## src/rtl/spi_pkg.sv

```systemverilog
// Shared definitions for the SPI frame sender and receiver.
package spi_pkg;

   localparam int SPI_ADDR_W          = 16;
   localparam int FRAME_BYTES_DEFAULT = 8192;

   // Frame-sender states
   typedef enum logic [2:0] {
      IDLE   = 3'd0,
      FETCH  = 3'd1,
      LOAD   = 3'd2,
      SHIFT  = 3'd3,
      LAST   = 3'd4,
      FINISH = 3'd5
   } spi_state_e;

   // Bit that goes on the wire first for a given byte and bit order
   function automatic logic first_bit(input logic [7:0] data, input logic lsb_first);
      return lsb_first ? data[0] : data[7];
   endfunction

endpackage

```

## src/rtl/spi_clkgen.sv

```systemverilog
// Divider for the SPI clock. While enabled it counts CLK_DIV system cycles
// per sclk half-period and emits a one-cycle pulse in the cycle before each
// sclk edge (rise first, then fall). Disabling it clears the count, so every
// enable starts a fresh low half-period.
module spi_clkgen #(
   parameter int CLK_DIV = 4
) (
   input  logic clk,
   input  logic rst,
   input  logic en,
   output logic rise,
   output logic fall
);

   localparam logic [7:0] DIV_LAST = 8'(CLK_DIV - 1);

   logic [7:0] div_cnt;
   logic       phase;
   logic       tick;

   assign tick = en && (div_cnt == DIV_LAST);
   assign rise = tick && !phase;
   assign fall = tick && phase;

   // Divider counter and half-period phase; phase 0 means sclk is low
   always_ff @(posedge clk) begin
      if (rst || !en) begin
         div_cnt <= 8'd0;
         phase   <= 1'b0;
      end else if (tick) begin
         div_cnt <= 8'd0;
         phase   <= ~phase;
      end else begin
         div_cnt <= div_cnt + 8'd1;
      end
   end

endmodule

```

## src/rtl/spi_send.sv

```systemverilog
// Streams FRAME_BYTES bytes from a frame buffer out over a mode-0 SPI link.
// Every output is a register whose value is decided from the next state, so
// mem_rd is high exactly during FETCH and the read data is consumed in LOAD.
module spi_send
   import spi_pkg::*;
#(
   parameter int CLK_DIV     = 4,
   parameter int FRAME_BYTES = FRAME_BYTES_DEFAULT,
   parameter bit LSB_FIRST   = 1'b1
) (
   input  logic                  clk,
   input  logic                  rst,
   input  logic                  start,
   output logic                  busy,
   output logic                  done,
   output logic [SPI_ADDR_W-1:0] mem_addr,
   output logic                  mem_rd,
   input  logic [7:0]            mem_data,
   output logic                  sclk,
   output logic                  mosi,
   output logic                  cs,
   output spi_state_e            state
);

   // Compare against FRAME_BYTES-1 so a 65536-byte frame ends at 0xFFFF
   localparam logic [SPI_ADDR_W-1:0] LAST_BYTE = SPI_ADDR_W'(FRAME_BYTES - 1);

   spi_state_e            state_n;
   logic [SPI_ADDR_W-1:0] byte_cnt, byte_cnt_n;
   logic [2:0]            bit_cnt, bit_cnt_n;
   logic [7:0]            shreg, shreg_n;
   logic                  sclk_n, mosi_n, cs_n, busy_n, done_n, mem_rd_n;
   logic [SPI_ADDR_W-1:0] mem_addr_n;
   logic                  in_frame;
   logic                  sclk_rise, sclk_fall, div_en;

   assign div_en = (state == SHIFT) || (state == LAST);

   spi_clkgen #(.CLK_DIV(CLK_DIV)) u_clkgen (
      .clk  (clk),
      .rst  (rst),
      .en   (div_en),
      .rise (sclk_rise),
      .fall (sclk_fall)
   );

   // Next-state and next-output logic
   always_comb begin
      state_n    = state;
      byte_cnt_n = byte_cnt;
      bit_cnt_n  = bit_cnt;
      shreg_n    = shreg;
      sclk_n     = sclk;
      mosi_n     = mosi;
      mem_addr_n = mem_addr;

      case (state)
         IDLE: begin
            if (start) begin
               state_n    = FETCH;
               byte_cnt_n = '0;
            end
         end
         FETCH: state_n = LOAD;
         LOAD: begin
            shreg_n   = mem_data;
            mosi_n    = first_bit(mem_data, LSB_FIRST);
            sclk_n    = 1'b0;
            bit_cnt_n = 3'd0;
            state_n   = SHIFT;
         end
         SHIFT: begin
            if (sclk_rise) begin
               sclk_n = 1'b1;
            end else if (sclk_fall) begin
               sclk_n = 1'b0;
               if (bit_cnt == 3'd7) begin
                  if (byte_cnt == LAST_BYTE) begin
                     state_n = LAST;
                  end else begin
                     byte_cnt_n = byte_cnt + 1'b1;
                     state_n    = FETCH;
                  end
               end else begin
                  // mosi only moves together with the falling sclk edge
                  bit_cnt_n = bit_cnt + 3'd1;
                  shreg_n   = LSB_FIRST ? {1'b0, shreg[7:1]} : {shreg[6:0], 1'b0};
                  mosi_n    = first_bit(shreg_n, LSB_FIRST);
               end
            end
         end
         LAST: begin
            // One low half-period of cs hold time after the final fall
            if (sclk_rise) state_n = FINISH;
         end
         FINISH:  state_n = IDLE;
         default: state_n = IDLE;
      endcase

      in_frame = (state_n == FETCH) || (state_n == LOAD) ||
                 (state_n == SHIFT) || (state_n == LAST);
      busy_n   = in_frame;
      cs_n     = !in_frame;
      done_n   = (state_n == FINISH);
      mem_rd_n = (state_n == FETCH);
      if (state_n == FETCH) mem_addr_n = byte_cnt_n;
      if (!in_frame) begin
         sclk_n = 1'b0;
         mosi_n = 1'b0;
      end
   end

   // State and output registers; reset aborts any frame in progress
   always_ff @(posedge clk) begin
      if (rst) begin
         state    <= IDLE;
         byte_cnt <= '0;
         bit_cnt  <= 3'd0;
         shreg    <= 8'd0;
         sclk     <= 1'b0;
         mosi     <= 1'b0;
         cs       <= 1'b1;
         busy     <= 1'b0;
         done     <= 1'b0;
         mem_rd   <= 1'b0;
         mem_addr <= '0;
      end else begin
         state    <= state_n;
         byte_cnt <= byte_cnt_n;
         bit_cnt  <= bit_cnt_n;
         shreg    <= shreg_n;
         sclk     <= sclk_n;
         mosi     <= mosi_n;
         cs       <= cs_n;
         busy     <= busy_n;
         done     <= done_n;
         mem_rd   <= mem_rd_n;
         mem_addr <= mem_addr_n;
      end
   end

endmodule

```

## config.mk

```make
export PLATFORM = sky130hd
export DESIGN_NAME = spi_send
export DESIGN_NICKNAME = d
export VERILOG_FILES = /design/src/rtl/spi_pkg.sv /design/src/rtl/spi_clkgen.sv /design/src/rtl/spi_send.sv
export SDC_FILE = /design/constraint.sdc
export NUM_CORES = 1
export LEC_CHECK = 0
export CORE_MARGIN = 3
export CORE_UTILIZATION = 59
export CTS_BUF_LIST = sky130_fd_sc_hd__clkbuf_2 sky130_fd_sc_hd__clkbuf_4 sky130_fd_sc_hd__clkbuf_8
export DETAILED_ROUTE_END_ITERATION = 7
export GPL_TIMING_DRIVEN = 0
export HOLD_SLACK_MARGIN = 0.1
export PLACE_DENSITY = 0.84
export SLEW_MARGIN = 20
export SYNTH_ARGS = -nofsm -noshare
export SYNTH_HDL_FRONTEND = slang
export SYNTH_SLANG_ARGS = --single-unit
```

## constraint.sdc

```tcl
create_clock -name clk -period 5.9 [get_ports clk]
set_input_delay 1.18 -clock clk [delete_from_list [all_inputs] [get_ports clk]]
set_output_delay 1.18 -clock clk [all_outputs]
set_load 0.01 [all_outputs]
```

==> out/metrics.yaml <==
status:
  status: "finished clean"
global_routing:
  grt_max_degree: 12
  gr-total-overflow: 0
  antenna_found_initial: 0
  grt_pass1_vias: 2455
  track_usage: 0.273
  grt_pass1_wl_um: 11600
cts:
  post-cts-setup-buffers: 0
  cts_made_buffers: 9
  cts_tree: "done"
  htree_levels: 3
  cts_resized: 0
  hold_buffers: 0
  clkTransAtPathRegs_ns: 0.07
  clock_sinks: 60
  clockBufferDepth: 2
  root_buffer: "clkbuf_8"
  clk_latency_ns: 0.35
die:
  core_area_um2: 4470
  die_w_um: 75.1
  rows: 24
  die_height_um: 75.1
  dieArea_um2: 5640
  start_util: 0.629
  ios: 36
layout:
  antennaDiodeCount: 0
  drive_gt1_frac: 0.0789
  final_nets: 390
  synthToLayoutAreaGrowth_pct: 22.4
logic_synthesis:
  ys_ff_latch: 60
  synthFlopType: "dfxtp_1"
  synth.top_cell.area_share: 0.426
  synthArstFlopShare: 0
  syn_inst: 330
  syn_nets: 345
  synth_cell_type_count: 57
  syn_area_per_cell_um2: 8.53
  yosys-top-cells-area: "dfxtp_1, nand2_1, nor2_1, a21oi_1, nand3_1"
  synth_warnings: 0
  netlist_area_um2: 2820
  synth_edf_count: 0
  yosys.area.top_type: "dfxtp_1"
  yosysSeqAreaShare: 0.426
power_and_ir_drop:
  design_power_total_mw: 0.919
  cellPowerDensity_nw_per_um2: 267
  ir_drop_uv: 213
  p_leak_nw: 1.17
critical_path:
  endpoint_kind: "flop"
  cp-endpoint: "mem_addr[5]"
  crit_type: "in2reg"
  reg2reg_to: "mosi"
  ff2ff_setup_slack_ns: 3.07
  start_kind: "primary input"
  cp_max_fo: 10
  critPathLaunch: "start"
  crit_required_ns: 6.15
  reg2reg_from: "byte_cnt[0]"
  cp.arrival_ns: 3.33
  rr_worst_depth: 6
routing:
  drc: 0
  totalWireLength_um: 6910
  first_pass_iters: 5
  ant_nets: 0
  drtIter0Drc: 259
  vias: 2634
  vias_per_cell: 6.10
  routedWlPerCell_um: 16.0
hold_path:
  hold_depth: 2
  hold_class: "reg2reg"
placed_design:
  dp_hpwl_um: 4850
  post-place-ws_ns: 2.55
  port_buffers: 34
  place_congestion: 0.902
timing:
  post-route-period-util: 0.522
  finalHoldViolations: 0
  fin_skew_ns: 0.00596
  max_freq_mhz: 324
  rsz0062_at_grt: "false"
  worst_hold_slack_ns: 0.467
  finalWorstSetupSlack_ns: 2.82
  setup_tns_ns: 0
  worst_pin_slew_ns: 0.932
  finalSetupViolations: 0
  slew_violations: 0
  max_slew_margin: 0.370
  fin_crit_ns: 3.08
job:
  max_cap_violations: 0
-- layer usage --
| layer | vias to the layer above | part of all wire | track usage |
|---|---|---|---|
| met3 | 21 | 0.078 | 0.0841 |
| met4 | 0 | 0.026 | 0.121 |
| met1 | 1216 | 0.47 | 0.374 |
| met5 | - | 0 | 0 |
| met2 | 105 | 0.43 | 0.396 |
| li1 | 1292 | - | - |
-- cells in the mapped netlist (2+ instances only) --
cell type and number:
a211oi_1 3, a21boi_0 2, a21oi_1 19, a22oi_1 3, a311oi_1 7, and2_1 3, and3_1 5, clkbuf_1 18
dfxtp_1 60, ha_1 4, mux2_2 6, mux2i_1 5, nand2_1 44, nand2b_1 4, nand3_1 19, nand3b_1 2
nand4_1 8, nand4b_1 3, nor2_1 43, nor2b_1 2, nor3_1 8, nor3b_1 2, o211a_1 2, o211ai_1 7
o21a_1 3, o21ai_0 4, o31a_1 2, or3_1 8, or4_1 2, xnor2_1 4, xor2_1 2
-- sequential cells by signal, indices dropped and copies added (netlist names), 3 cells and up --
register and count:
mem_addr 16, u_clkgen.div_cnt 8, shreg 7, bit_cnt 3
byte_cnt 16, state 3
-- layout make-up --
type | count | area [µm²]
fillers | 323 | 1030
inverters | 2 | 7.51
clock buffers | 10 | 138
clock inverters | 6 | 87.6
multi-input cells | 250 | 1540
well taps | 52 | 65.1
plain buffers | 18 | 67.6
flip-flops and latches | 60 | 1200
repair buffers | 34 | 340
-- cell usage in the layout (no fill, tap or decap), drive strengths merged, types with 4 or more instances in the layout --
cell type / n
nor2: 43
dfxtp: 60
o211ai: 7
nor3: 8
ha: 4
a311oi: 7
a211oi: 4
nand4: 8
clkbuf: 28
a21oi: 19
and3: 5
mux2i: 5
o21ai: 5
nand3: 19
nand2b: 4
clkdlybuf4s50: 34
xnor2: 4
mux2: 6
nand2: 44
or3: 9
-- worst max-delay path: stages --
cell and delay (ns):
clkdlybuf4s50_1 0.45, or4b_1 0.31, clkbuf_1 0.43, clkbuf_1 0.45, o211ai_1 0.21, a311oi_1 0.29
-- report_power, final --
part | internal, mW | switching [mW]
sequential | 0.416 | 0.00569
combinational | 0.0348 | 0.0475
clock | 0.248 | 0.166
-- worst min-delay path by stage --
stage	startpoint	to
after floorplan	u_clkgen.div_cnt[0]	u_clkgen.div_cnt[0]
after global placement	u_clkgen.div_cnt[0]	u_clkgen.div_cnt[0]
after detailed placement	mem_addr[1]	mem_addr[1]
after CTS	mem_addr[1]	mem_addr[1]
after global routing	mem_addr[1]	mem_addr[1]
final	mem_addr[1]	mem_addr[1]
-- cells by family after synthesis --
| family | Yosys count | synth area share |
|---|---|---|
| multiplexers | 11 | 0.0418 |
| adder cells (fa/ha/maj) | 4 | 0.0178 |
| XOR/XNOR | 6 | 0.0187 |
| AND/OR/NAND/NOR | 166 | 0.311 |
| buffers and inverters | 20 | 0.0267 |
| AO/OA/AOI/OAI | 63 | 0.158 |
| flip-flops | 60 | 0.426 |
-- metrics by stage --
step                instances  utilization  instance area [µm²]
global route              432        0.770                 3450
finish                    432        0.770                 3450
CTS                       432        0.770                 3450
floorplan                 330            -                 2820
detailed placement        416        0.720                 3220
global placement          416        0.720                 3220
Power figures use the tool's default switching activity.
